===== src/rtl/rv32i_instr_encoder.sv =====
// rv32i_instr_encoder: packs RV32I fields into instruction words and streams them into instruction memory.
module rv32i_instr_encoder #(
  parameter int ADDR_W = 8,
  parameter int BASE_ADDR = 0
) (
  input  logic              clk,
  input  logic              reset,
  input  logic              start,
  input  logic              in_valid,
  output logic              in_ready,
  input  logic              in_last,
  input  logic [2:0]        fmt,
  input  logic [6:0]        opcode,
  input  logic [4:0]        rd,
  input  logic [4:0]        rs1,
  input  logic [4:0]        rs2,
  input  logic [2:0]        func3,
  input  logic [6:0]        func7,
  input  logic [31:0]       imm,
  output logic              mem_we,
  input  logic              mem_ready,
  output logic [ADDR_W-1:0] mem_addr,
  output logic [31:0]       mem_wdata,
  output logic              busy,
  output logic              done,
  output logic              err_illegal,
  output logic              err_align,
  output logic              err_overflow,
  output logic [ADDR_W:0]   word_count
);
  typedef enum logic [1:0] {IDLE, LOAD, DRAIN, DONE} state_t;
  state_t state_q, state_d;
  logic we_q, we_d, ill_q, ill_d, al_q, al_d, ov_q, ov_d;
  logic [ADDR_W-1:0] addr_q, addr_d;
  logic [31:0] wdata_q, wdata_d, enc;
  logic [ADDR_W:0] acc_q, acc_d, cnt_q, cnt_d;
  logic wr, acc, full, bad_fmt, mis;
  always_comb begin
    case (fmt)
      3'd0: enc = {func7, rs2, rs1, func3, rd, opcode};
      3'd1: enc = {imm[11:0], rs1, func3, rd, opcode};
      3'd2: enc = {imm[11:5], rs2, rs1, func3, imm[4:0], opcode};
      3'd3: enc = {imm[12], imm[10:5], rs2, rs1, func3, imm[4:1], imm[11], opcode};
      3'd4: enc = {imm[31:12], rd, opcode};
      3'd5: enc = {imm[20], imm[10:1], imm[11], imm[19:12], rd, opcode};
      default: enc = 32'h0000_0013;
    endcase
  end
  // acc_q counts accepted words so the next address is known even while a write is still pending
  always_comb begin
    bad_fmt = fmt > 3'd5;
    mis = (fmt == 3'd3 || fmt == 3'd5) && imm[0];
    wr = we_q && mem_ready;
    in_ready = state_q == LOAD && (!we_q || mem_ready);
    acc = in_valid && in_ready;
    full = acc_q[ADDR_W];
    state_d = state_q;
    we_d = wr ? 1'b0 : we_q;
    cnt_d = wr ? cnt_q + 1'b1 : cnt_q;
    addr_d = addr_q;
    wdata_d = wdata_q;
    acc_d = acc_q;
    ill_d = ill_q;
    al_d = al_q;
    ov_d = ov_q;
    case (state_q)
      IDLE: if (start) begin
        state_d = LOAD;
        acc_d = '0;
        cnt_d = '0;
        ill_d = 1'b0;
        al_d = 1'b0;
        ov_d = 1'b0;
      end
      LOAD: if (acc) begin
        if (full) ov_d = 1'b1;
        else begin
          we_d = 1'b1;
          addr_d = acc_q[ADDR_W-1:0] + ADDR_W'(BASE_ADDR);
          wdata_d = enc;
          acc_d = acc_q + 1'b1;
          ill_d = ill_q | bad_fmt;
          al_d = al_q | mis;
        end
        if (in_last || full) state_d = DRAIN;
      end
      DRAIN: if (!we_q || mem_ready) state_d = DONE;
      default: state_d = IDLE;
    endcase
  end
  always_ff @(posedge clk) begin
    if (reset) begin
      state_q <= IDLE;
      we_q <= 1'b0;
      addr_q <= '0;
      wdata_q <= '0;
      acc_q <= '0;
      cnt_q <= '0;
      ill_q <= 1'b0;
      al_q <= 1'b0;
      ov_q <= 1'b0;
    end else begin
      state_q <= state_d;
      we_q <= we_d;
      addr_q <= addr_d;
      wdata_q <= wdata_d;
      acc_q <= acc_d;
      cnt_q <= cnt_d;
      ill_q <= ill_d;
      al_q <= al_d;
      ov_q <= ov_d;
    end
  end
  assign mem_we = we_q;
  assign mem_addr = addr_q;
  assign mem_wdata = wdata_q;
  assign busy = state_q == LOAD || state_q == DRAIN;
  assign done = state_q == DONE;
  assign err_illegal = ill_q;
  assign err_align = al_q;
  assign err_overflow = ov_q;
  assign word_count = cnt_q;
endmodule


===== config.mk =====
export PLATFORM = sky130hd
export DESIGN_NAME = rv32i_instr_encoder
export DESIGN_NICKNAME = d
export VERILOG_FILES = /design/src/rtl/rv32i_instr_encoder.sv
export SDC_FILE = /design/constraint.sdc
export NUM_CORES = 1
export LEC_CHECK = 0
export BUFFER_PORTS_ARGS = -buffer_cell sky130_fd_sc_hd__buf_2
export CORE_MARGIN = 2
export CORE_UTILIZATION = 30
export CTS_CLUSTER_SIZE = 25
export DETAILED_ROUTE_END_ITERATION = 10
export PLACE_DENSITY_LB_ADDON = 0.15
export SLEW_MARGIN = 20
export SYNTH_ARGS = -nofsm -noshare
export SYNTH_HDL_FRONTEND = slang
export SYNTH_SLANG_ARGS = --single-unit

===== constraint.sdc =====
create_clock -name clk -period 4 [get_ports clk]
set_input_delay 0.8 -clock clk [delete_from_list [all_inputs] [get_ports clk]]
set_output_delay 0.8 -clock clk [all_outputs]
set_load 0.01 [all_outputs]

==> key figures <==
Status
  – Run status: finished, final reports clean

Power and ir drop
  – Internal power: 0.00125 W
  – Clock power frac: 0.277
  – Flop pwr share: 0.399
  – Sw Ratio: 0.355
  – Switch Pwr: 0.000691 W
  – Combinational power share: 0.324
  – Max VDD drop: 0.180 mV
  – LEAKAGE: 1.65 nW
  – Pwr Density: 499 nW/um^2

Die
  – Die width: 104 um
  – Ports: 129
  – Die area: 10800 um^2
  – Core area: 9730 um^2
  – Die height: 104 um
  – Initial core utilization: 0.307
  – # rows: 36

Place
  – Hpwl dp: 6.34 mm
  – Dpl cells: 593
  – Final RePlAce weighted congestion: 0.767
  – I/O Buffers: 128

Synthesis
  – Yosys warns: 0
  – FF+latch count, synth: 64
  – Synthesized instance count: 355
  – Avg Cell Area, Syn: 8.42 um^2
  – Number of synthesized flops with an enable pin: 0
  – Post-Syn Area: 2990 um^2
  – Sequential-to-total area share from yosys stat: 0.429
  – Synthesized Nets: 434
  – Top FF cell, synth: dfxtp_1
  – Fraction of registers with async set/reset: 0
  – Synth cell types: 42

Clock network
  – Sink Count: 64
  – Post-CTS Setup Inserts: 0
  – Post-cts repair resize count: 0
  – H-tree levels: 3
  – Worst-path clk slew: 0.07 ns
  – Buffer depth of the longest clock path: 2
  – TritonCTS clock tree: yes
  – Clk_lat worst skew: 0.34 ns
  – Cts bufs inserted: 9
  – Hold-fix buffers, CTS: 0
  – CTS root buffer: clkbuf_8

Global route
  – GRT Overall Usage: 0.169
  – Largest net degree at the start of global routing: 51
  – Initial antenna violation count: 0
  – Global-route wire length before repair: 14.9 mm
  – Via count of the first global-routing pass: 3012
  – GRT overflow: 0

Worst hold path
  – HP Start: mem_addr[3]$_SDFFE_PP0P_
  – Hold WC Path Type: flop to flop

Critical path
  – CP Class: flop to flop
  – CP bufs+invs: 2
  – CP peak stage delay: 0.70 ns
  – Worst EP required: 4.20 ns
  – CP Cell Sequence: inv_1 -> ha_1 -> and2b_1 -> nand3_1 -> buf_4 -> nand2_1 -> a21oi_1
  – CP Max Fanout: 24
  – Crit-path leading delay family: simple AND/OR/NAND/NOR gates
  – CP Capture Type: flop
  – Crit path from: state_q[1]$_SDFFE_PP0P_
  – Reg2reg start: state_q[1]$_SDFFE_PP0P_
  – Startpoint Class: flop
  – Crit path max-delay cell type: nand3_1
  – Worst Path Arrival: 2.64 ns

Finish
  – P&R area growth vs syn: 30.4%
  – Final Instance Count excl. Fillers: 608
  – N_diodes: 0
  – Commonest non-fill, non-tap cell in the layout: buf_2
  – Proportion of layout cells with a drive suffix above 1: 0.318
  – Nets: 550
  – Most frequent cells in the layout: 128 x buf_2, 64 x dfxtp_1, 40 x nor2_1

STA
  – Final min period: 2.44 ns
  – F_max: 410 MHz
  – Final hold vios: 0
  – Setup violations, final: 0
  – Rel. slew slack: 0.339
  – Fin. max-slew vios: 0
  – RSZ-0062 raised after global routing: no
  – TNS Setup: 0 ns
  – Worst Clk Skew: 0.0111 ns
  – Slew @ Worst Pin: 0.988 ns
  – Tcrit/Tclk final: 0.610

Route
  – Number of detailed-route iterations in the first pass: 4
  – DR vias: 3054
  – Metal-1 WL: 4.08 mm
  – WL met2: 4.11 mm
  – Top layer in use: met4
  – DRC violations left: 0
  – Total routed wirelength: 8.97 mm
  – DR vias/cell: 5.02
  – DR WL/cell: 14.7 um
  – Initial DRC count: 117
  – WL met3: 709 um
  – Post-route antenna net violation count: 0

Run
  – Max-Cap Viols: 0
[flip-flops by register name, summed over array words and instances (netlist names)]
name          flops
mem_wdata        32
acc_q             9
word_count        9
mem_addr          8
state_q           2
err_align         1
err_illegal       1
err_overflow      1
mem_we            1
[cell families after synthesis]
logic type / share of synthesized area
XOR/XNOR: 0.0205
flip-flops: 0.429
multiplexers: 0.0209
AO/OA/AOI/OAI: 0.229
AND/OR/NAND/NOR: 0.228
adder cells (fa/ha/maj): 0.0251
buffers and inverters: 0.0481
[final cells by class]
class                   instances  area [um^2]
clock buffers                  13          179
clock inverters                 2         12.5
fillers                      1071         5830
inverters                      10         37.5
multi-input cells             256         1570
flip-flops and latches         64         1280
well taps                     133          166
repair buffers                130          656
[cell usage after synthesis, types with 5 or more instances]
cell       n  area, um^2
nor3_1    21         105
nor2_1    40         150
a211oi_1  13        97.6
o22a_1     6        52.6
a22oi_1   16         120
or4_1      5        37.5
o21ai_0    5        25.0
o21a_1     5        37.5
clkbuf_1  12        45.0
inv_1      9        33.8
buf_2     10        50.1
a221oi_1  13         114
nand3_1   12        60.1
dfxtp_1   64        1280
nand2_1   30         113
ha_1       6        75.1
xor2_1     7        61.3
nand2b_1   5        31.3
a21oi_1   27         135
nor2b_1    5        31.3
[worst min-delay path, cell delays in order, from the launching register on]
cell     delay, ns
dfxtp_1       0.31
nand2_1       0.05
a21oi_1       0.05
[routing by layer]
layer,up-vias,GRT usage
met5,-,0
met4,0,0.0434
met3,4,0.0654
met2,107,0.270
met1,1419,0.214
li1,1524,-
[per-stage QoR]
step / worst slack (ns) / util / area [um^2] / hold slack, ns / power, W
after global routing: 1.23 / 0.401 / 3900 / 0.481 / 0.00209
final: 1.56 / 0.401 / 3900 / 0.456 / 0.00194
after global placement: 1.41 / 0.381 / 3710 / 0.440 / 0.00142
after CTS: 1.53 / 0.401 / 3900 / 0.458 / 0.00197
after detailed placement: 1.36 / 0.381 / 3710 / 0.448 / 0.00142
after floorplan: 2.03 / - / 2990 / 0.445 / 0.00121
[final timing paths]
path	end	slack, ns	cells past startpoint
max	mem_addr[5]$_SDFFE_PP0P_	1.56	7
min	mem_addr[3]$_SDFFE_PP0P_	0.46	2
max reg2reg	mem_addr[5]$_SDFFE_PP0P_	1.56	7
min reg2reg	mem_addr[3]$_SDFFE_PP0P_	0.46	2
[power by group through the flow]
stage	sequential [W]	combinational [W]	clock, W
3_3_place_gp	0.000789	0.000630	0
2_1_floorplan	0.000816	0.000392	0
5_1_grt	0.000787	0.000713	0.000586
3_5_place_dp	0.000790	0.000634	0
6_report	0.000776	0.000630	0.000538
4_1_cts	0.000776	0.000636	0.000561
Note: power is estimated with default switching activity, not from simulation.
